### src/rtl/ctr_pkg.sv
// Shared types and helpers for the AES-CTR sequencer: FSM state encoding,
// block geometry, and the counter-block builder.
package ctr_pkg;

   localparam int BLK_W      = 128;
   localparam int BLK_STRIDE = 16;

   typedef enum logic [1:0] {
      IDLE  = 2'd0,
      START = 2'd1,
      WAIT  = 2'd2,
      PUSH  = 2'd3
   } state_t;

   // Adds cnt into the low ctr_w bits of the nonce; no carry escapes into the upper bits.
   function automatic logic [BLK_W-1:0] build_ctr_block(
      input logic [BLK_W-1:0] nonce,
      input logic [BLK_W-1:0] cnt,
      input int               ctr_w
   );
      logic [BLK_W-1:0] low_mask;
      low_mask = (ctr_w >= BLK_W) ? '1 : ((BLK_W'(1) << ctr_w) - BLK_W'(1));
      return (nonce & ~low_mask) | ((nonce + cnt) & low_mask);
   endfunction

endpackage

### src/rtl/ctr_block_gen.sv
// Block counter, configuration change detect, and counter-block/address generation.
// CTR_WRAP_CHECK_EN adds a sticky flag raised when a push consumes the last counter value.
module ctr_block_gen
   import ctr_pkg::*;
#(
   parameter int AHB_BUS_SIZE = 32,
   parameter int CTR_W        = 32
) (
   input  logic                    HCLK,
   input  logic                    HRESETn,
   input  logic                    accept,
   input  logic                    advance,
   input  logic [BLK_W-1:0]        key_in,
   input  logic [BLK_W-1:0]        nonce_in,
   input  logic [AHB_BUS_SIZE-1:0] dest_in,
   input  logic [BLK_W-1:0]        key_q,
   input  logic [BLK_W-1:0]        nonce_q,
   input  logic [AHB_BUS_SIZE-1:0] dest_q,
   output logic [BLK_W-1:0]        ctr_block,
   output logic [AHB_BUS_SIZE-1:0] blk_addr,
   output logic                    wrap_err
);

   logic [CTR_W-1:0] cnt_reg;
   logic [CTR_W-1:0] cnt_next;
   logic             cfg_changed;

   // A new key, nonce or destination starts a fresh stream at counter 0.
   assign cfg_changed = (key_in != key_q) || (nonce_in != nonce_q) || (dest_in != dest_q);

   always_comb begin
      cnt_next = cnt_reg;
      if (accept && cfg_changed) begin
         cnt_next = '0;
      end else if (advance) begin
         cnt_next = cnt_reg + CTR_W'(1);
      end
   end

   always_ff @(posedge HCLK) begin
      if (!HRESETn) begin
         cnt_reg <= '0;
      end else begin
         cnt_reg <= cnt_next;
      end
   end

   assign ctr_block = build_ctr_block(nonce_q, BLK_W'(cnt_reg), CTR_W);
   assign blk_addr  = dest_q + AHB_BUS_SIZE'(cnt_reg) * AHB_BUS_SIZE'(BLK_STRIDE);

`ifdef CTR_WRAP_CHECK_EN
   logic err_reg;

   always_ff @(posedge HCLK) begin
      if (!HRESETn) begin
         err_reg <= 1'b0;
      end else if (advance && (&cnt_reg)) begin
         err_reg <= 1'b1;
      end
   end

   assign wrap_err = err_reg;
`else
   assign wrap_err = 1'b0;
`endif

endmodule

### src/rtl/ctr_sequencer.sv
// AES-CTR sequencer: latches one block, runs the AES core on the counter block and
// pushes ciphertext with its address into the output FIFO. Optional CTR_WRAP_CHECK_EN.
module ctr_sequencer #(
   parameter int AHB_BUS_SIZE = 32,
   parameter int BLK_W        = 128,
   parameter int CTR_W        = 32
) (
   input  logic                    HCLK,
   input  logic                    HRESETn,
   input  logic                    write_out,
   input  logic [BLK_W-1:0]        key,
   input  logic [BLK_W-1:0]        nonce,
   input  logic [AHB_BUS_SIZE-1:0] destination,
   input  logic [BLK_W-1:0]        plain_text,
   output logic                    ctrl_ready,
   output logic                    ctrl_overrun,
   output logic                    aes_start,
   output logic [BLK_W-1:0]        aes_key,
   output logic [BLK_W-1:0]        aes_block_in,
   input  logic                    aes_done,
   input  logic [BLK_W-1:0]        aes_block_out,
   input  logic                    fifo_full,
   output logic                    fifo_push,
   output logic [BLK_W-1:0]        fifo_data,
   output logic [AHB_BUS_SIZE-1:0] fifo_addr,
   output logic                    ctr_error
);
   import ctr_pkg::*;

   localparam int N_WORDS = BLK_W / 32;

   state_t                  state_reg, state_next;
   logic [BLK_W-1:0]        key_reg, nonce_reg, pt_reg, fifo_data_reg, ct_word;
   logic [AHB_BUS_SIZE-1:0] dest_reg;
   logic                    overrun_reg;
   logic                    accept, advance, wrap_err;

   assign ctrl_ready = (state_reg == IDLE) && !wrap_err;
   assign accept     = ctrl_ready && write_out;
   assign advance    = (state_reg == PUSH) && !fifo_full;

   ctr_block_gen #(
      .AHB_BUS_SIZE(AHB_BUS_SIZE),
      .CTR_W       (CTR_W)
   ) u_block_gen (
      .HCLK     (HCLK),
      .HRESETn  (HRESETn),
      .accept   (accept),
      .advance  (advance),
      .key_in   (key),
      .nonce_in (nonce),
      .dest_in  (destination),
      .key_q    (key_reg),
      .nonce_q  (nonce_reg),
      .dest_q   (dest_reg),
      .ctr_block(aes_block_in),
      .blk_addr (fifo_addr),
      .wrap_err (wrap_err)
   );

   genvar gi;
   generate
      for (gi = 0; gi < N_WORDS; gi++) begin : g_xor
         assign ct_word[gi*32 +: 32] = aes_block_out[gi*32 +: 32] ^ pt_reg[gi*32 +: 32];
      end
   endgenerate

   always_comb begin
      state_next = state_reg;
      aes_start  = 1'b0;
      fifo_push  = 1'b0;
      case (state_reg)
         IDLE:  if (accept) state_next = START;
         START: begin
            aes_start  = 1'b1;
            state_next = WAIT;
         end
         WAIT:  if (aes_done) state_next = PUSH;
         PUSH: begin
            fifo_push = !fifo_full;
            if (!fifo_full) state_next = IDLE;
         end
         default: state_next = IDLE;
      endcase
   end

   always_ff @(posedge HCLK) begin
      if (!HRESETn) begin
         state_reg     <= IDLE;
         key_reg       <= '0;
         nonce_reg     <= '0;
         dest_reg      <= '0;
         pt_reg        <= '0;
         fifo_data_reg <= '0;
         overrun_reg   <= 1'b0;
      end else begin
         state_reg   <= state_next;
         // Any write_out not taken (busy or counter exhausted) is reported as overrun.
         overrun_reg <= write_out && !accept;
         if (accept) begin
            key_reg   <= key;
            nonce_reg <= nonce;
            dest_reg  <= destination;
            pt_reg    <= plain_text;
         end
         if ((state_reg == WAIT) && aes_done) begin
            fifo_data_reg <= ct_word;
         end
      end
   end

   assign aes_key      = key_reg;
   assign fifo_data    = fifo_data_reg;
   assign ctrl_overrun = overrun_reg;
   assign ctr_error    = wrap_err;

endmodule

### config.mk
export PLATFORM = sky130hd
export DESIGN_NAME = ctr_sequencer
export DESIGN_NICKNAME = d
export VERILOG_FILES = /design/src/rtl/ctr_pkg.sv /design/src/rtl/ctr_block_gen.sv /design/src/rtl/ctr_sequencer.sv
export SDC_FILE = /design/constraint.sdc
export NUM_CORES = 1
export LEC_CHECK = 0
export BUFFER_PORTS_ARGS = -buffer_cell sky130_fd_sc_hd__buf_2
export CAP_MARGIN = 20
export CORE_AREA = 8 8 375 377
export CTS_CLUSTER_DIAMETER = 150
export DETAILED_ROUTE_END_ITERATION = 12
export DIE_AREA = 0 0 383 385
export GPL_TIMING_DRIVEN = 0
export PLACE_DENSITY = 0.5
export SYNTH_ARGS = -nofsm -noshare
export SYNTH_HDL_FRONTEND = slang
export SYNTH_SLANG_ARGS = --single-unit
### constraint.sdc
create_clock -name HCLK -period 7.35 [get_ports HCLK]
set_input_delay 0 -clock HCLK [delete_from_list [all_inputs] [get_ports HCLK]]
set_output_delay 0 -clock HCLK [all_outputs]
set_load 0.01 [all_outputs]
==> flow_summary.yaml, run 1 <==
sta:
  finClkSkew_ns: 0.0444
  timing.final.crit_period_ns: 3.94
  rsz0062_at_grt: "false"
  slew_viol_final: 0
  setup_viol: 0
  layout_setup_ws_ns: 3.41
  slew_headroom: 0.196
  finalSetupTns_ns: 0
  worstMarginPinSlew_ns: 1.21
  fin_crit_sh: 0.536
  final_hold_viol_count: 0
  fmaxAchievable_mhz: 254
global_routing:
  grt_max_degree: 13
  grt_pass1_vias: 31300
  grt_first_pass_wirelength_um: 240000
  grt.total_usage: 0.230
  antenna_found_initial: 47
  overflow: 0
synth:
  synthTopCellsByArea: "dfxtp_1 (40%), nand2_1 (13%), a21boi_0 (11%), xnor2_1 (9.6%), xor2_1 (5.1%)"
  synth_top_area_frac: 0.397
  synth_edf_count: 0
  synth_flop_cell: "dfxtp_1"
  synth-seq-cells: 579
  netlist_area_um2: 29200
  synth-seq-area-share: 0.397
  synthCells: 3437
  async_flop_share: 0
  synthDistinctLibCells: 66
  synth_fp_nets: 4051
  ys_warn_count: 0
  syn_avg_cell_area_um2: 8.49
  synth_area_leader_cell: "dfxtp_1"
floorplanning:
  die_x_um: 383
  core-area_um2: 135000
  initial_utilization: 0.217
  dieArea_um2: 147000
  io_pins: 970
  fp-row-count: 135
  die_h_um: 385
drt:
  routed_wl_um: 178000
  via_per_inst: 4.52
  drc: 0
  post_drt_wl_per_cell_um: 25.8
  num_vias: 31300
  ant_nets: 0
  dr.pass1.iters: 7
  drt_iter0_markers: 2297
clock_network:
  cts_resized: 0
  cts_root_buf: "clkbuf_16"
  clkTransAtPathRegs_ns: 0.06
  cts-htree-levels: 3
  clockBufferDepth: 3
  cts.sinks: 579
  cts_tree: "yes"
  post_cts_buffers: 0
  clk_latency_ns: 0.69
  cts_inserted_buffers: 76
critical_path:
  crit_type: "flip-flop to output port"
  crit_path_start_kind: "flip-flop"
  cp.arrival_ns: 3.94
  r2r-start: "aes_key[62]"
  cp.required_ns: 7.35
  timing.rr.end: "u_block_gen.cnt_reg[11]"
  rr_worst_depth: 9
  crit_path_max_fanout: 6
  endpoint_kind: "output port"
  reg2reg_slack_ns: 3.49
power_and_ir_drop:
  vdd_ir_drop_max_mv: 0.193
  p_leak_uw: 0.0206
  power_density_nw_per_um2: 265
finish:
  nets: 5657
  layout-drive-gt1-share: 0.243
  syn_to_final_growth_pct: 52.3
  fin_util: 0.330
min_path:
  hold_depth: 3
  hp-class: "input pin to flip-flop"
  hp-start: "HRESETn"
  min_to: "u_block_gen.cnt_reg[24]"
placement:
  place_ws_ns: 3.31
  dp.final_hpwl_um: 147000
  gp_congestion: 0.938
  port_buffers: 967
outcome:
  status: "completed"
job:
  drv_cap: 0
## per-layer routing
layer,track usage,share of wire
met5,0,0.00048
met4,0.0730,0.034
met3,0.0670,0.088
met2,0.397,0.48
met1,0.273,0.40
## cell families after synthesis
family / Yosys count / synth area share
and+or+nand+nor: 1259 / 0.180
AOI/OAI and AO/OA: 722 / 0.192
DFF: 579 / 0.397
xor gates and xnor gates: 489 / 0.147
buffers and inverters: 320 / 0.0550
adders and majority gates: 65 / 0.0284
muxes: 2 / 0.000686
other: 1 / 0.000128
## metrics by stage
step	area [µm²]	instances	total power, µW	hold WS [ns]
2_1_floorplan	29200	3437	5790	0.114
3_3_place_gp	36300	6185	7730	0.254
3_5_place_dp	36400	6198	7810	0.259
4_1_cts	44400	6882	11900	0.0516
5_1_grt	44400	6892	12300	0.0925
6_report	44500	6912	11800	0.103
## cells in the mapped netlist, types with 11 or more instances
| master | n |
|---|---|
| a211oi_1 | 12 |
| a21boi_0 | 417 |
| a21o_1 | 26 |
| a21oi_1 | 47 |
| buf_4 | 101 |
| clkbuf_1 | 184 |
| dfxtp_1 | 579 |
| ha_1 | 63 |
| inv_1 | 21 |
| nand2_1 | 995 |
| nand3_1 | 25 |
| nand4_1 | 59 |
| nor2_1 | 52 |
| nor2_2 | 24 |
| nor3_1 | 12 |
| nor4_1 | 43 |
| o211a_1 | 129 |
| o21a_1 | 11 |
| o21ai_0 | 25 |
| xnor2_1 | 320 |
| xor2_1 | 169 |
## power breakdown
part / switching, µW / internal [µW]
Combinational: 2480 / 1440
Clock: 1630 / 2130
Sequential: 447 / 3630
## cell type report
| cell class | instances | area (µm²) |
|---|---|---|
| fillers | 14300 | 90200 |
| multi-input cells | 2538 | 16000 |
| flip-flops and latches | 579 | 11600 |
| repair buffers | 1528 | 10500 |
| well taps | 1781 | 2230 |
| clock buffers | 116 | 2200 |
| plain buffers | 295 | 1520 |
| clock inverters | 20 | 251 |
| inverters | 25 | 93.8 |
| diodes | 30 | 75.1 |
## worst max-delay path, cell delays in order (launching register included)
cell and delay [ns]:
dfxtp_1 0.38, ha_1 0.26, fa_1 0.45, a211oi_1 0.31
nor2_2 0.11, o221ai_2 0.31, o31ai_4 0.11, a211oi_1 0.35
o31a_1 0.39, o21a_1 0.20, xnor2_1 0.16, buf_2 0.24
## repair_timing
| action | 4_1_cts | 5_1_grt |
|---|---|---|
| hold buffers | 548 | 0 |
| hold endpoints to repair | 552 | 0 |
| setup endpoints to repair | 0 | 0 |
## cell usage in the layout, fill, tap and decap left out, types with 13 or more instances in the layout
| cell type | n |
|---|---|
| a21o_1 | 26 |
| clkbuf_16 | 77 |
| ha_1 | 63 |
| xnor2_1 | 320 |
| nor4_1 | 41 |
| dfxtp_1 | 579 |
| dlygate4sd3_1 | 548 |
| diode_2 | 30 |
| nor2_1 | 52 |
| o21ai_0 | 25 |
| nand2_1 | 995 |
| nand4_1 | 59 |
| a21boi_0 | 417 |
| buf_4 | 101 |
| buf_2 | 974 |
| nand3_1 | 25 |
| inv_1 | 21 |
| a21oi_1 | 47 |
| clkbuf_8 | 13 |
| clkbuf_1 | 208 |
| xor2_1 | 169 |
| o211a_1 | 129 |
| nor2_2 | 24 |
## worst max path at each step
stage	startpoint	to	slack [ns]	cells after the start
floorplan	u_block_gen.cnt_reg[0]	aes_block_in[22]	4.76	10
global placement	state_reg[1]	aes_key[67]	2.94	8
detailed placement	state_reg[0]	aes_key[1]	3.31	9
CTS	u_block_gen.cnt_reg[0]	aes_block_in[30]	3.25	11
global route	u_block_gen.cnt_reg[0]	aes_block_in[30]	3.08	11
finish	u_block_gen.cnt_reg[0]	aes_block_in[30]	3.41	11
No activity file was read; power rests on OpenSTA's default activity.
==> run 2: changes to the inputs <==
Settings changed: CORE_AREA 8 8 375 377 to 8 8 369 371, DIE_AREA 0 0 383 385 to 0 0 377 379, PLACE_DENSITY 0.5 to 0.52.
Clock period 7.35 ns to 3.2 ns, I/O delays scaled along.
==> flow_summary.yaml, run 2 (synthesis results as in run 1) <==
critical_path:
  slowest_stage: "fa_2"
  startpoint: "u_block_gen.cnt_reg[0]"
  cp.required_ns: 3.20
  endpoint_kind: "output port"
  cpMostUsedCell: "buf_6"
  crit_chain: "ha_4 > fa_2 > a211oi_2 > nor2_2 > o221ai_4 > buf_6 > buf_6 > buf_6 > buf_6 > o21ai_4 > a21o_1 > a21oi_2 > xnor2_2 > buf_4"
  rr_worst_depth: 10
  crit_path_start_kind: "flip-flop"
  critPathMaxStageDelay_ns: 0.39
  timing.rr.end: "u_block_gen.cnt_reg[4]"
  crit_path_max_fanout: 3
  cp.arrival_ns: 3.38
  crit_type: "flip-flop to output port"
  r2r-start: "nonce_reg[81]"
  reg2reg_slack_ns: 0.07
global_routing:
  antenna_found_initial: 48
  grt_pass1_vias: 31200
  grt_first_pass_wirelength_um: 240000
  grt_max_degree: 16
  grt.total_usage: 0.236
  overflow: 0
min_path:
  hp-class: "input pin to flip-flop"
  hp-start: "HRESETn"
  hold_depth: 3
  min_to: "u_block_gen.cnt_reg[25]"
placement:
  dp.final_hpwl_um: 147000
  dpl_cell_area_um2: 36500
  gp_congestion: 0.924
  place_inst: 6177
  port_buffers: 967
sta:
  final_hold_viol_count: 0
  finalSetupTns_ns: -0.668
  slew_viol_final: 0
  fmaxAchievable_mhz: 296
  worstMarginPinSlew_ns: 1.17
  slew_headroom: 0.218
  timing.final.crit_period_ns: 3.38
  fin_crit_sh: 1.06
  finClkSkew_ns: 0.0501
  layout_setup_ws_ns: -0.176
  rsz0062_at_grt: "true"
  setup_viol: 7
drt:
  drc: 0
  post_drt_wl_per_cell_um: 25.8
  ant_nets: 0
  dr.pass1.iters: 5
  num_vias: 31700
  via_per_inst: 4.59
  routed_wl_um: 178000
  drt_iter0_markers: 2548
finish:
  syn_to_final_growth_pct: 56.6
  final_common_cell: "nand2_1"
  layout-drive-gt1-share: 0.281
  final_area_um2: 45700
  layoutNonFillerInstCount: 6903
  nets: 5688
  layout_common_cells: "nand2_1 (992), buf_2 (973), dlygate4sd3_1 (548), dfxtp_1 (546), a21boi_0 (417)"
floorplanning:
  initial_utilization: 0.224
  fp-row-count: 133
  die_h_um: 379
  dieArea_um2: 143000
  die_x_um: 377
  io_pins: 970
  core-area_um2: 130000
clock_network:
  cts-htree-levels: 3
  cts.sinks: 579
  clockBufferDepth: 3
  cts_inserted_buffers: 75
  cts_root_buf: "clkbuf_16"
  clk_latency_ns: 0.69
  cts_tree: "yes"
  clkTransAtPathRegs_ns: 0.06
power_and_ir_drop:
  vdd_ir_drop_max_mv: 0.436
  power_density_nw_per_um2: 597
  p_leak_uw: 0.0210
job:
  drv_cap: 0
outcome:
  status: "finished with violations"
  violations: "negative setup slack"
run 2: cell types whose count changed in the layout (fill, tap and decap cells not counted), sizes merged, moves of 7 or more:
| cell | change |
|---|---|
| buf | +38 |
| clkbuf | -20 |
| diode | -10 |
| clkinv | +7 |
run 2: where the power goes:
group          switching [µW]  internal [µW]  total [µW]
Combinational            5740           3420        9170
Clock                    3760           4960        8720
Sequential               1080           8330        9420
Total                   10600          16700       27300
run 2: worst max path at each step:
stage	to	slack [ns]	depth (start not counted)
after floorplan	aes_block_in[22]	0.61	10
after global placement	aes_key[64]	-1.27	8
after detailed placement	u_block_gen.cnt_reg[30]	-0.58	9
after CTS	aes_block_in[12]	-0.33	16
after global routing	aes_block_in[26]	-0.33	12
final	aes_block_in[12]	-0.18	14
run 2: area by class of cell:
class                   count  area (µm²)
flip-flops and latches    579       11700
multi-input cells        2538       16900
inverters                  25        93.8
plain buffers             289        1500
clock inverters            29         397
fillers                 13700       84700
diodes                     20        50.0
repair buffers           1566       10800
clock buffers             102        2120
well taps                1755        2200
run 2: worst max-delay path, delay by kind of cell, from the launching register on:
kind,cells,cell delay [ns]
AO/OA/AOI/OAI,5,0.92
XOR/XNOR,1,0.18
adder cells (fa/ha/maj),2,0.55
buffers and inverters,5,0.60
flip-flops,1,0.35
AND/OR/NAND/NOR,1,0.10
run 2: repair_timing:
| item | CTS | global route |
|---|---|---|
| resized for setup | 150 | 68 |
| pin swaps | 35 | 43 |
| buffers inserted | 16 | 20 |
| hold buffers | 548 | 0 |
| endpoints found under the setup margin | 365 | 57 |
| hold endpoints to repair | 550 | 0 |
run 2: per-layer routing:
metal	GRT usage	vias up	share of wire
li1	-	14700	-
met1	0.295	15300	0.40
met2	0.399	1405	0.48
met3	0.0598	263	0.088
met4	0.0715	20	0.032
met5	0	-	0.00078
run 2: per-stage QoR:
step                      setup WS (ns)  hold slack, ns  total power [µW]  utilization
after global routing             -0.329          0.0201             28500        0.350
after global placement            -1.27           0.255             17700        0.278
after floorplan                   0.606           0.114             13300            -
after CTS                        -0.330          0.0263             27400        0.347
after detailed placement         -0.584           0.260             17900        0.279
final                            -0.176          0.0425             27300        0.351
==> run 3: changes to the inputs <==
Settings changed: CTS_CLUSTER_DIAMETER 150 to 50, PLACE_DENSITY 0.52 to default.
==> flow_summary.yaml, run 3 (synthesis results as in run 1) <==
drt:
  drc: 0
  dr.pass1.iters: 5
  ant_nets: 0
  routed_wl_um: 180000
  post_drt_wl_per_cell_um: 25.9
  via_per_inst: 4.64
  num_vias: 32200
  drt_iter0_markers: 2495
sta:
  worstMarginPinSlew_ns: 1.19
  layout_setup_ws_ns: -0.162
  slew_viol_final: 0
  fmaxAchievable_mhz: 297
  timing.final.crit_period_ns: 3.36
  rsz0062_at_grt: "true"
  slew_headroom: 0.207
  finClkSkew_ns: 0.0636
  final_hold_viol_count: 0
  fin_crit_sh: 1.05
  setup_viol: 12
  finalSetupTns_ns: -1.07
global_routing:
  grt_pass1_vias: 31900
  grt.total_usage: 0.238
  grt_max_degree: 16
  antenna_found_initial: 66
  grt_first_pass_wirelength_um: 242000
  overflow: 0
clock_network:
  clkTransAtPathRegs_ns: 0.06
  cts-htree-levels: 3
  cts_tree: "yes"
  clk_latency_ns: 0.72
  cts_inserted_buffers: 89
  cts_root_buf: "clkbuf_16"
  cts.sinks: 579
  clockBufferDepth: 3
critical_path:
  endpoint_kind: "output port"
  crit_type: "flip-flop to output port"
  cp.required_ns: 3.20
  cp.arrival_ns: 3.36
  crit_path_max_fanout: 6
  crit_path_start_kind: "flip-flop"
outcome:
  violations: "negative setup slack"
  status: "finished with violations"
finish:
  final_common_cell: "nand2_1"
  nets: 5691
  layout-drive-gt1-share: 0.281
  layoutNonFillerInstCount: 6944
  layout_common_cells: "nand2_1 (992), buf_2 (971), dfxtp_1 (557), dlygate4sd3_1 (549), a21boi_0 (417)"
  syn_to_final_growth_pct: 59.0
  final_area_um2: 46400
floorplanning:
  io_pins: 970
  fp-row-count: 133
  die_x_um: 377
  initial_utilization: 0.224
  core-area_um2: 130000
  dieArea_um2: 143000
  die_h_um: 379
placement:
  dp.final_hpwl_um: 148000
  dpl_cell_area_um2: 36400
  port_buffers: 967
  place_inst: 6173
  gp_congestion: 0.991
power_and_ir_drop:
  vdd_ir_drop_max_mv: 0.417
  power_density_nw_per_um2: 635
  p_leak_uw: 0.0214
min_path:
  hp-class: "input pin to flip-flop"
job:
  drv_cap: 0
run 3: cell count changes in the layout (fill, tap and decap cells not counted), sizes merged:
cell         previous run  this run
inv                    27        38
diode                  20        38
dlygate4sd3           548       549
buf                  1129      1117
bufinv                  3        16
clkbuf                280       284
clkinv                 20        25
clkinvlp                4         5
run 3: area by class of cell:
cell class	instances	area, µm²
antenna	38	95.1
tap	1755	2200
timing repair buffer	1554	10700
sequential	579	11600
fill	13400	84000
clock inverter	59	937
multi-input combinational	2538	16800
inverter	25	93.8
buffer	290	1510
clock buffer	106	2390
run 3: final timing paths:
check / startpoint / end / slack, ns / cells past startpoint
setup / recovery: u_block_gen.cnt_reg[0] / aes_block_in[24] / -0.16 / 12
hold / removal: plain_text[42] / pt_reg[42] / 0.09 / 4
setup reg to reg: aes_key[16] / u_block_gen.cnt_reg[27] / -0.01 / 8
hold reg to reg: pt_reg[15] / pt_reg[15] / 0.48 / 2
run 3: power breakdown:
part / switching, µW / internal, µW
sequential: 1080 / 8330
combinational: 5680 / 3380
clock: 4220 / 6760
total: 11000 / 18500
run 3: critical path, stage by stage, from the launching register on:
cell and delay, ns:
dfxtp_4 0.36, ha_4 0.16, fa_2 0.42, a211oi_2 0.24, nor2_2 0.11, o221ai_4 0.20
o31ai_4 0.12, a211oi_2 0.26, o31a_1 0.18, buf_6 0.15, o31ai_4 0.06, xor2_1 0.24
buf_2 0.19
run 3: what timing repair did:
item	in CTS	in global routing
setup endpoints to repair	370	48
pin swaps	38	38
hold endpoints to repair	551	0
gates resized for setup	119	81
hold buffers	549	0
setup buffers	8	17
run 3: stage by stage:
step           worst slack, ns   util  power, µW  hold WS (ns)
2_1_floorplan            0.606      -      13300         0.114
3_3_place_gp            -0.934  0.278      17600         0.253
3_5_place_dp            -0.773  0.279      17800         0.260
4_1_cts                 -0.186  0.351      29500        0.0448
5_1_grt                 -0.378  0.355      30600        0.0920
6_report                -0.162  0.356      29500        0.0934
run 3: per-layer routing:
layer | global-route usage | share of wire | vias up
li1 | - | - | 14800
met1 | 0.283 | 0.39 | 15500
met2 | 0.405 | 0.48 | 1571
met3 | 0.0702 | 0.093 | 396
met4 | 0.0882 | 0.040 | 24
met5 | 0 | 0.00088 | -
